--- config.mk ---
export PLATFORM = sky130hd
export DESIGN_NAME = branch_predictor
export DESIGN_NICKNAME = d
export VERILOG_FILES = /design/src/rtl/branch_predictor.sv
export SDC_FILE = /design/constraint.sdc
export NUM_CORES = 1
export LEC_CHECK = 0
export CAP_MARGIN = 20
export CORE_MARGIN = 2
export CORE_UTILIZATION = 30
export CTS_CLUSTER_SIZE = 25
export DETAILED_ROUTE_END_ITERATION = 12
export PLACE_DENSITY = 0.53
export SLEW_MARGIN = 25
export SYNTH_ARGS = -nofsm -noshare
export SYNTH_HDL_FRONTEND = slang
export SYNTH_SLANG_ARGS = --single-unit
--- constraint.sdc ---
create_clock -name clk -period 7.2 [get_ports clk]
set_input_delay 2.16 -clock clk [delete_from_list [all_inputs] [get_ports clk]]
set_output_delay 2.16 -clock clk [all_outputs]
set_load 0.01 [all_outputs]
--- src/rtl/branch_predictor.sv ---
// Per-PC 2-bit saturating-counter branch history table with combinational
// prediction, resolve-time mispredict flag and branch/mispredict statistics.
module branch_predictor #(
  parameter int unsigned INDEX_BITS = 6,
  parameter int unsigned CNT_WIDTH  = 32
) (
  input  logic                 clk,
  input  logic                 rst,
  input  logic [31:0]          pred_pc,
  output logic                 pred_taken,
  input  logic                 upd_valid,
  input  logic [31:0]          upd_pc,
  input  logic [3:0]           upd_branch,
  input  logic                 upd_taken,
  output logic                 upd_mispredict,
  output logic [CNT_WIDTH-1:0] branch_cnt,
  output logic [CNT_WIDTH-1:0] mispredict_cnt
);

  localparam int unsigned ENTRIES = 1 << INDEX_BITS;

  logic [1:0]            bht [ENTRIES];
  logic [INDEX_BITS-1:0] pred_idx;
  logic [INDEX_BITS-1:0] upd_idx;
  logic                  upd_event;
  logic [1:0]            upd_ctr;
  logic [1:0]            upd_next;

  // Tag bits, word offset and condition code do not affect the table.
  logic unused_bits;
  assign unused_bits = ^{pred_pc[31:INDEX_BITS+2], pred_pc[1:0],
                         upd_pc[31:INDEX_BITS+2], upd_pc[1:0], upd_branch[2:0]};

  assign pred_idx   = pred_pc[INDEX_BITS+1:2];
  assign upd_idx    = upd_pc[INDEX_BITS+1:2];
  assign pred_taken = bht[pred_idx][1];

  // Saturating counter step and mispredict against the pre-update counter.
  always_comb begin
    upd_event      = upd_valid & upd_branch[3];
    upd_ctr        = bht[upd_idx];
    upd_next       = upd_ctr;
    upd_mispredict = 1'b0;
    if (upd_taken && (upd_ctr != 2'b11)) begin
      upd_next = upd_ctr + 2'd1;
    end else if (!upd_taken && (upd_ctr != 2'b00)) begin
      upd_next = upd_ctr - 2'd1;
    end
    if (upd_event) begin
      upd_mispredict = (upd_ctr[1] != upd_taken);
    end
  end

  // Reset wins over a coincident update; all entries return to weak-NT.
  always_ff @(posedge clk) begin
    if (rst) begin
      for (int unsigned i = 0; i < ENTRIES; i++) begin
        bht[INDEX_BITS'(i)] <= 2'b01;
      end
      branch_cnt     <= '0;
      mispredict_cnt <= '0;
    end else if (upd_event) begin
      bht[upd_idx] <= upd_next;
      branch_cnt   <= branch_cnt + CNT_WIDTH'(1);
      if (upd_mispredict) begin
        mispredict_cnt <= mispredict_cnt + CNT_WIDTH'(1);
      end
    end
  end

endmodule

# Yosys cells after proc, flatten, opt, wreduce, memory -nomap -nowiden
# Memories as Yosys holds them, arrays and structs flattened.
# Cells that the tools add are included.
totals:
  register_bits: 64
  mem_bits_rw: 128
  in_bits: 72
  word_cells: 27
  mem_count: 1
op_classes:
  addsub: 4
  n_eq_ne: 2
  mux: 11
  bitwise_logic: 1
  n_reduce_logical: 6
memory_table:
  columns: ["name", "words", "word_bits", "read_ports", "rd_clocked_by_memory_dff", "write_ports", "line", "text"]
  rows:
  - ["bht", 64, 2, 2, 0, 64, "22", "logic [1:0] bht [ENTRIES];"]
ops:
  columns: ["operator", "n"]
  rows:
  - ["$add 32x1->32 const B", 2]
  - ["$mux 1", 7]
  - ["$mux 2", 3]
  - ["$mux 6", 1]
  - ["$add 2x1->2 const B", 1]
  - ["$logic_and 1x1->1", 2]
  - ["$ne 2x2->1 const B", 1]
  - ["$reduce_and 2->1", 1]
  - ["$reduce_bool 2->1", 1]
  - ["$reduce_or 2->1", 1]
  - ["$sub 2x1->2 const B", 1]
  - ["$and 1x1->1", 1]
  - ["$logic_not 1->1", 1]
  - ["$ne 1x1->1", 1]

# Longest topological paths before layout
# Gate-level depths: netlist of run 1.
logic_depth:
  word_depth: 6
  depth_mapped: 17
  depth_no_buf: 11

# Worst setup path before layout of run 1
# Ideal clock, no wire load.
synth_path:
  path_type: "input port to output port"
  from: "input port pred_pc[2]"
  to: "output port pred_taken"
  arrival_ps: 4600
  required_time_ps: 5040
  setup_slack_ps: 440
  stages: 5
  cell_sequence: "clkbuf_1 > buf_1 > mux4_2 > mux4_2 > mux4_2"
synth_via:
  elab_chain_len: 1
synth_lines:
  columns: ["item", "line", "text"]
  rows:
  - ["from (decl)", "9", "input logic [31:0] pred_pc,"]
  - ["$mem_v2 64x2", null, null]
  - ["to (decl)", "10", "output logic pred_taken,"]
# Every way passes these cells.

# Final worst setup path of run 1
layout_path:
  from: "input port upd_pc[6]"
  to: "output port upd_mispredict"
layout_via:
  elab_chain_len: 3
layout_lines:
  columns: ["item", "line", "text"]
  rows:
  - ["from (decl)", "12", "input logic [31:0] upd_pc,"]
  - ["$mem_v2 64x2", null, null]
  - ["$ne 1x1->1", "50", "upd_mispredict = (upd_ctr[1] != upd_taken);"]
  - ["$mux 1", "49", "if (upd_event) begin"]
  - ["to (decl)", "15", "output logic upd_mispredict,"]
# Every way passes these cells.

==> flow_summary.json, run 1 <==
{
  "place_area_sq_mm": 0.0121,
  "yosys.area_share.simple_pct": 22.6,
  "hold_viol_final": 0,
  "synthMuxAreaShare_pct": 12.9,
  "drc": 0,
  "grt_pass1_wl_microns": 50200,
  "synth_nets": 1104,
  "routedWlPerCell_microns": 20.5,
  "port_buffers": 82,
  "yosysWarnings": 0,
  "fin_crit_ns": 7.10,
  "grt.overflow.total": 0,
  "die_h_microns": 193,
  "rows": 69,
  "synthesis.area_sq_mm": 0.0107,
  "synth_cells": 1028,
  "powerDensity_mw_per_mm2": 200,
  "slew_headroom_pct": 38.6,
  "antenna_found_initial": 0,
  "yosys.area_share.xor_xnor_pct": 2.52,
  "core-area_sq_mm": 0.0354,
  "clock-skew-final_ns": 0.0152,
  "drtAntennaViolNets": 0,
  "synth_compound_area_share_pct": 9.23,
  "fill_cells": 3589,
  "mostFrequentLayoutCells": "edfxtp_1, nor2_1, nand3_1, clkdlybuf4s50_1, nand2_1",
  "grtUsageTotal_pct": 17.8,
  "ys.flop_type": "edfxtp_1",
  "critical_path_required_ns": 5.04,
  "cts_root_buf": "clkbuf_16",
  "fin_total_pwr_mw": 2.56,
  "cts.sinks": 192,
  "cp.arrival_ns": 4.94,
  "peakVddDrop_mv": 0.183,
  "status": "finished, final reports clean",
  "fp.dieW_microns": 193,
  "worstMarginPinSlew_ns": 0.917,
  "grt_max_degree": 77,
  "maxCapViolations": 0,
  "first_pass_iters": 6,
  "synth_area_per_cell_sq_um": 10.4,
  "setup_slack_ns": 0.0991,
  "slew_viol_final": 0,
  "min_path_type": "flop to flop",
  "fin_area_sq_mm": 0.0128,
  "end_kind": "output pin",
  "path_buf_inv": 4,
  "power_leakage_nw": 4.14,
  "crit_type": "primary input to output pin",
  "diodes": 0,
  "synthAdderAreaFrac_pct": 0.467,
  "crit_fanout": 13,
  "area_delta_synth_final_pct": 19.3,
  "max_stage_delay_ns": 0.59,
  "yosysTopAreaCell": "edfxtp_1",
  "die_area_sq_mm": 0.0372,
  "place_hpwl_microns": 21700,
  "clk_pin_slew_worst_paths_ns": 0.07,
  "yosysSeqAreaShare_pct": 47.8,
  "crit_path_start_kind": "primary input",
  "cts_setup_buffers": 0,
  "cp_top_family": "buffers and inverters",
  "place_ws_ns": 0.0330,
  "rsz0062_at_grt": "false",
  "fin_util_pct": 36.1,
  "drtIter0Drc": 811,
  "clk_latency_ns": 0.45,
  "final_common_cell": "edfxtp_1",
  "synth_seq_cells": 192,
  "drive_gt1_share_pct": 16.3,
  "fmax_ghz": 0.141,
  "cts_tree": "done",
  "yosysTopAreaCellShare_pct": 35.9,
  "initial_core_util_pct": 30.3,
  "place_congestion": 0.827,
  "io_pins": 138,
  "synth_edf_count": 128,
  "grt_pass1_vias": 8441,
  "cts_made_buffers": 17,
  "crit_path_top_delay_cell": "clkdlybuf4s50_1",
  "synthArstFlopShare_pct": 0,
  "yosys-top-cells-area": "edfxtp_1, dfxtp_1, mux4_2, nor2_1, nand3_1",
  "synth_top_family_by_area": "simple AND/OR/NAND/NOR gates",
  "yosysUniqueCellTypes": 61,
  "wl_microns": 32000,
  "htree_levels": 4,
  "via_count": 8472,
  "clock_path_buffers": 2,
  "via_per_inst": 5.42,
  "final.period_utilization_pct": 98.6,
  "setup_viol": 0,
  "nets": 1164,
  "path_cells": "clkdlybuf4s50_1 > buf_4 > nor3b_1 > buf_4 > nand3_1 > o211ai_1 > o31ai_4 > a21oi_1 > clkdlybuf4s50_1"
}
-- routing by layer --
metal	vias to the layer above	part of all wire [%]	wire length (microns)	track usage, %
met5	-	0	0	0
met4	0	1.8	571	4.81
met3	35	6.2	1970	3.51
met2	284	45	14500	27.8
met1	4176	47	14900	25.2
li1	3977	-	-	-
-- synth_stat cells, types with 10 or more instances --
master,count
o41ai_1,10
nor4_1,12
nor3_1,67
or2_2,17
edfxtp_1,128
nand4_1,31
nand2b_1,18
nor2b_1,17
buf_2,20
nor2_1,106
mux4_2,35
a2111o_1,10
o21bai_1,12
mux2_2,24
clkbuf_1,61
dfxtp_1,64
nand3_1,78
a21oi_1,27
nand2_1,69
mux2i_1,31
and3_1,14
a21o_1,26
inv_1,13
xor2_1,20
-- cells by family after synthesis --
| group | count (synthesis) |
|---|---|
| buf+inv | 108 |
| compound gates | 131 |
| flops | 192 |
| xor+xnor | 30 |
| simple gates | 472 |
| mux | 91 |
| fa+ha+maj | 4 |
-- per-stage QoR --
step	setup TNS, ns	hold WS (ns)	cells
5_1_grt	0	0.521	1562
3_3_place_gp	-0.00599	0.477	1530
2_1_floorplan	0	0.495	1028
4_1_cts	0	0.500	1562
6_report	0	0.498	1562
3_5_place_dp	0	0.488	1530
-- power breakdown --
part / internal, mW / switching, mW / total [mW]
sequential: 1.19 / 0.0105 / 1.20
clock: 0.525 / 0.477 / 1.00
combinational: 0.124 / 0.237 / 0.362
-- final cells by class --
| cell class | count | area, sq um | area share, % |
|---|---|---|---|
| clock buffer | 17 | 425 | 3.33 |
| tap | 461 | 577 | 4.51 |
| timing repair buffer | 135 | 1270 | 9.91 |
| clock inverter | 15 | 178 | 1.39 |
| multi-input combinational | 728 | 5160 | 40.4 |
| sequential | 192 | 5120 | 40.1 |
| inverter | 14 | 52.6 | 0.411 |
-- worst register-to-register path: stages (launching register included) --
cell and delay (ns):
edfxtp_1 0.43, mux4_2 0.47, mux2i_1 0.21, o211ai_1 0.21
or4_4 0.54, nor3_4 0.24, buf_4 0.31, ha_1 0.30
nor3_1 0.19, a31oi_1 0.09, o211ai_4 0.40, buf_12 0.30
nor3_1 0.11
-- registers in the layout, summed over array words and instances, names as in the netlist --
signal and cells:
bht 128, branch_cnt 32, mispredict_cnt 32
-- final timing paths --
check | from | endpoint | slack, ns | cells after the start
max reg2reg | bht[3][1]$_SDFFCE_PN0P_ | bht[25][1]$_SDFFCE_PN0P_ | 3.11 | 12
min reg2reg | mispredict_cnt[31]$_SDFFE_PP0P_ | mispredict_cnt[31]$_SDFFE_PP0P_ | 0.50 | 2
max | upd_pc[6] | upd_mispredict | 0.1 | 9
min | mispredict_cnt[31]$_SDFFE_PP0P_ | mispredict_cnt[31]$_SDFFE_PP0P_ | 0.50 | 2
-- timing repair --
| item | CTS | global route |
|---|---|---|
| cloned | 0 | 0 |
| hold buffers | 0 | 0 |
| endpoints found under the hold margin | 0 | 0 |
| resized for setup | 2 | 3 |
| endpoints found under the setup margin | 1 | 1 |
Power figures use the tool's default switching activity.
==> run 2: changes to the inputs <==
CELL_PAD_IN_SITES_DETAIL_PLACEMENT = 1   (was default)
CELL_PAD_IN_SITES_GLOBAL_PLACEMENT = 1   (was default)
PLACE_DENSITY = 0.63   (was 0.53)
==> run 2 against run 1 <==
  * Via count is 2.8% higher
  * Wire length rose by 6.9%
  * Sequential share of layout area fell by 0.34 points
  * Sequential cell count did not move
  * Worst setup slack better by 0.0024 ns
  * Fmax barely moved
  * Clock skew fell by 0.00069 ns
  * Core utilization increased by 0.31 points
  * Register-to-register slack better by 0.13 ns
  * Critical path depth fell by 3
  * Sequential power about the same
==> flow_summary.json, run 2 (same netlist as run 1, synthesis figures left out) <==
{
  "status": "finished, final reports clean",
  "rsz0062_at_grt": "false",
  "cp.arrival_ns": 4.94,
  "hold_buffers": 0,
  "peakVddDrop_mv": 0.169,
  "routedWlPerCell_microns": 21.8,
  "area_delta_synth_final_pct": 20.3,
  "min_path_type": "flop to flop",
  "wl_microns": 34200,
  "r2r-end": "bht[6][0]$_SDFFCE_PN1P_",
  "largest_reg_flops": 128,
  "via_per_inst": 5.56,
  "drtAntennaViolNets": 0,
  "port_buffers": 82,
  "clk_latency_ns": 0.44,
  "grt_max_degree": 65,
  "dp_cells": 1531,
  "fmax_ghz": 0.141,
  "setup_viol": 0,
  "fin_crit_ns": 7.10,
  "cts.sinks": 192,
  "reg_top3": "bht x128, branch_cnt x32, mispredict_cnt x32",
  "fin_util_pct": 36.4,
  "first_pass_iters": 5,
  "clk_pin_slew_worst_paths_ns": 0.07,
  "holdWs_ns": 0.494,
  "slew_viol_final": 0,
  "worstSetupEndpoint": "pred_taken",
  "via_count": 8705,
  "grt_pass1_vias": 8871,
  "crit_type": "primary input to output pin",
  "crit_path_start_kind": "primary input",
  "instances_no_fill": 1567,
  "max_stage_delay_ns": 0.61,
  "r2r_cells": 12,
  "io_pins": 138,
  "place_ws_ns": -0.118,
  "place_congestion": 0.800,
  "end_kind": "output pin",
  "clock-skew-final_ns": 0.0145,
  "grt.overflow.total": 0,
  "fin_area_sq_mm": 0.0129,
  "fp.dieW_microns": 193,
  "cp_common_cell": "mux4_2",
  "powerDensity_mw_per_mm2": 202,
  "diodes": 0,
  "die_area_sq_mm": 0.0372,
  "min_delay_path_depth": 2,
  "mostFrequentLayoutCells": "edfxtp_1, nor2_1, nand3_1, clkdlybuf4s50_1, nand2_1",
  "worstMarginPinSlew_ns": 1.02,
  "fill_cells": 3954,
  "cts_tree": "done",
  "grtUsageTotal_pct": 18.6,
  "multi_input_area_sq_mm": 0.00516,
  "power_leakage_nw": 4.21,
  "maxCapViolations": 0,
  "initial_core_util_pct": 30.3,
  "crit_path_top_delay_cell": "mux4_2",
  "fin_total_pwr_mw": 2.61,
  "grt_use_met1_pct": 25.7,
  "r2r_setup_slack_ns": 3.24,
  "setup_slack_ns": 0.101,
  "setup-tns-final_ns": 0,
  "die_h_microns": 193,
  "hold_viol_final": 0,
  "final.period_utilization_pct": 98.6,
  "rows": 69,
  "critical_path_required_ns": 5.04,
  "cp-startpoint": "pred_pc[2]",
  "clock_path_buffers": 2,
  "drtIter0Drc": 632,
  "nets": 1169,
  "cts_root_buf": "clkbuf_16",
  "reg2reg_from": "bht[5][1]$_SDFFCE_PN0P_",
  "cts_made_buffers": 17,
  "grt_pass1_wl_microns": 52400,
  "path_cells": "clkdlybuf4s50_1 > buf_12 > mux4_2 > mux4_2 > mux4_2 > clkdlybuf4s50_1",
  "slew_headroom_pct": 31.3,
  "met3_usage_pct": 3.24,
  "met2_usage_pct": 30.0,
  "busiest_layer": "met2",
  "core-area_sq_mm": 0.0354,
  "place_hpwl_microns": 23400,
  "regMostFlops": "bht",
  "antenna_found_initial": 0,
  "htree_levels": 4,
  "crit_fanout": 16,
  "place_area_sq_mm": 0.0122,
  "drc": 0,
  "final_common_cell": "edfxtp_1",
  "drive_gt1_share_pct": 16.6,
  "regArea_sq_mm": 0.00512
}
run 2: cell types whose count changed in the layout (fill, tap and decap cells not counted), sizes merged:
| cell | delta |
|---|---|
| clkinvlp | +2 |
| bufinv | +2 |
| buf | +3 |
| clkbuf | +2 |
| dlymetal6s2s | +2 |
| clkdlybuf4s50 | -3 |
| dlygate4sd2 | +1 |
| inv | -4 |
run 2: area by class of cell:
type                       count  area share [%]
multi-input combinational    728            40.0
sequential                   192            39.8
timing repair buffer         140            10.5
tap                          461            4.47
clock buffer                  17            3.30
clock inverter                15            1.48
inverter                      14           0.408
run 2: worst min path at each step:
stage / start / end / slack, ns
floorplan: mispredict_cnt[31]$_SDFFE_PP0P_ / mispredict_cnt[31]$_SDFFE_PP0P_ / 0.49
global placement: mispredict_cnt[31]$_SDFFE_PP0P_ / mispredict_cnt[31]$_SDFFE_PP0P_ / 0.49
finish: mispredict_cnt[31]$_SDFFE_PP0P_ / mispredict_cnt[31]$_SDFFE_PP0P_ / 0.49
CTS: mispredict_cnt[31]$_SDFFE_PP0P_ / mispredict_cnt[31]$_SDFFE_PP0P_ / 0.51
global route: mispredict_cnt[31]$_SDFFE_PP0P_ / mispredict_cnt[31]$_SDFFE_PP0P_ / 0.52
detailed placement: mispredict_cnt[31]$_SDFFE_PP0P_ / mispredict_cnt[31]$_SDFFE_PP0P_ / 0.50
run 2: power breakdown:
group / total [mW] / switching (mW) / internal, mW
combinational: 0.389 / 0.249 / 0.139
sequential: 1.20 / 0.0109 / 1.19
clock: 1.02 / 0.443 / 0.580
total: 2.61 / 0.703 / 1.91
run 2: layer usage:
| layer | share of wire, % | wire length (microns) |
|---|---|---|
| met5 | 0 | 0 |
| met4 | 2.4 | 824 |
| met3 | 5.3 | 1830 |
| met2 | 47 | 16000 |
| met1 | 46 | 15600 |
run 2: critical path: cells and delay by family:
kind     cells  cell delay, ns
buf+inv      3            1.21
mux          3            1.55
run 2: timing repair:
action	4_1_cts	5_1_grt
buffers inserted	0	2
pin swaps	0	4
setup endpoints to repair	1	1
gates resized for setup	3	6
gates cloned	0	1
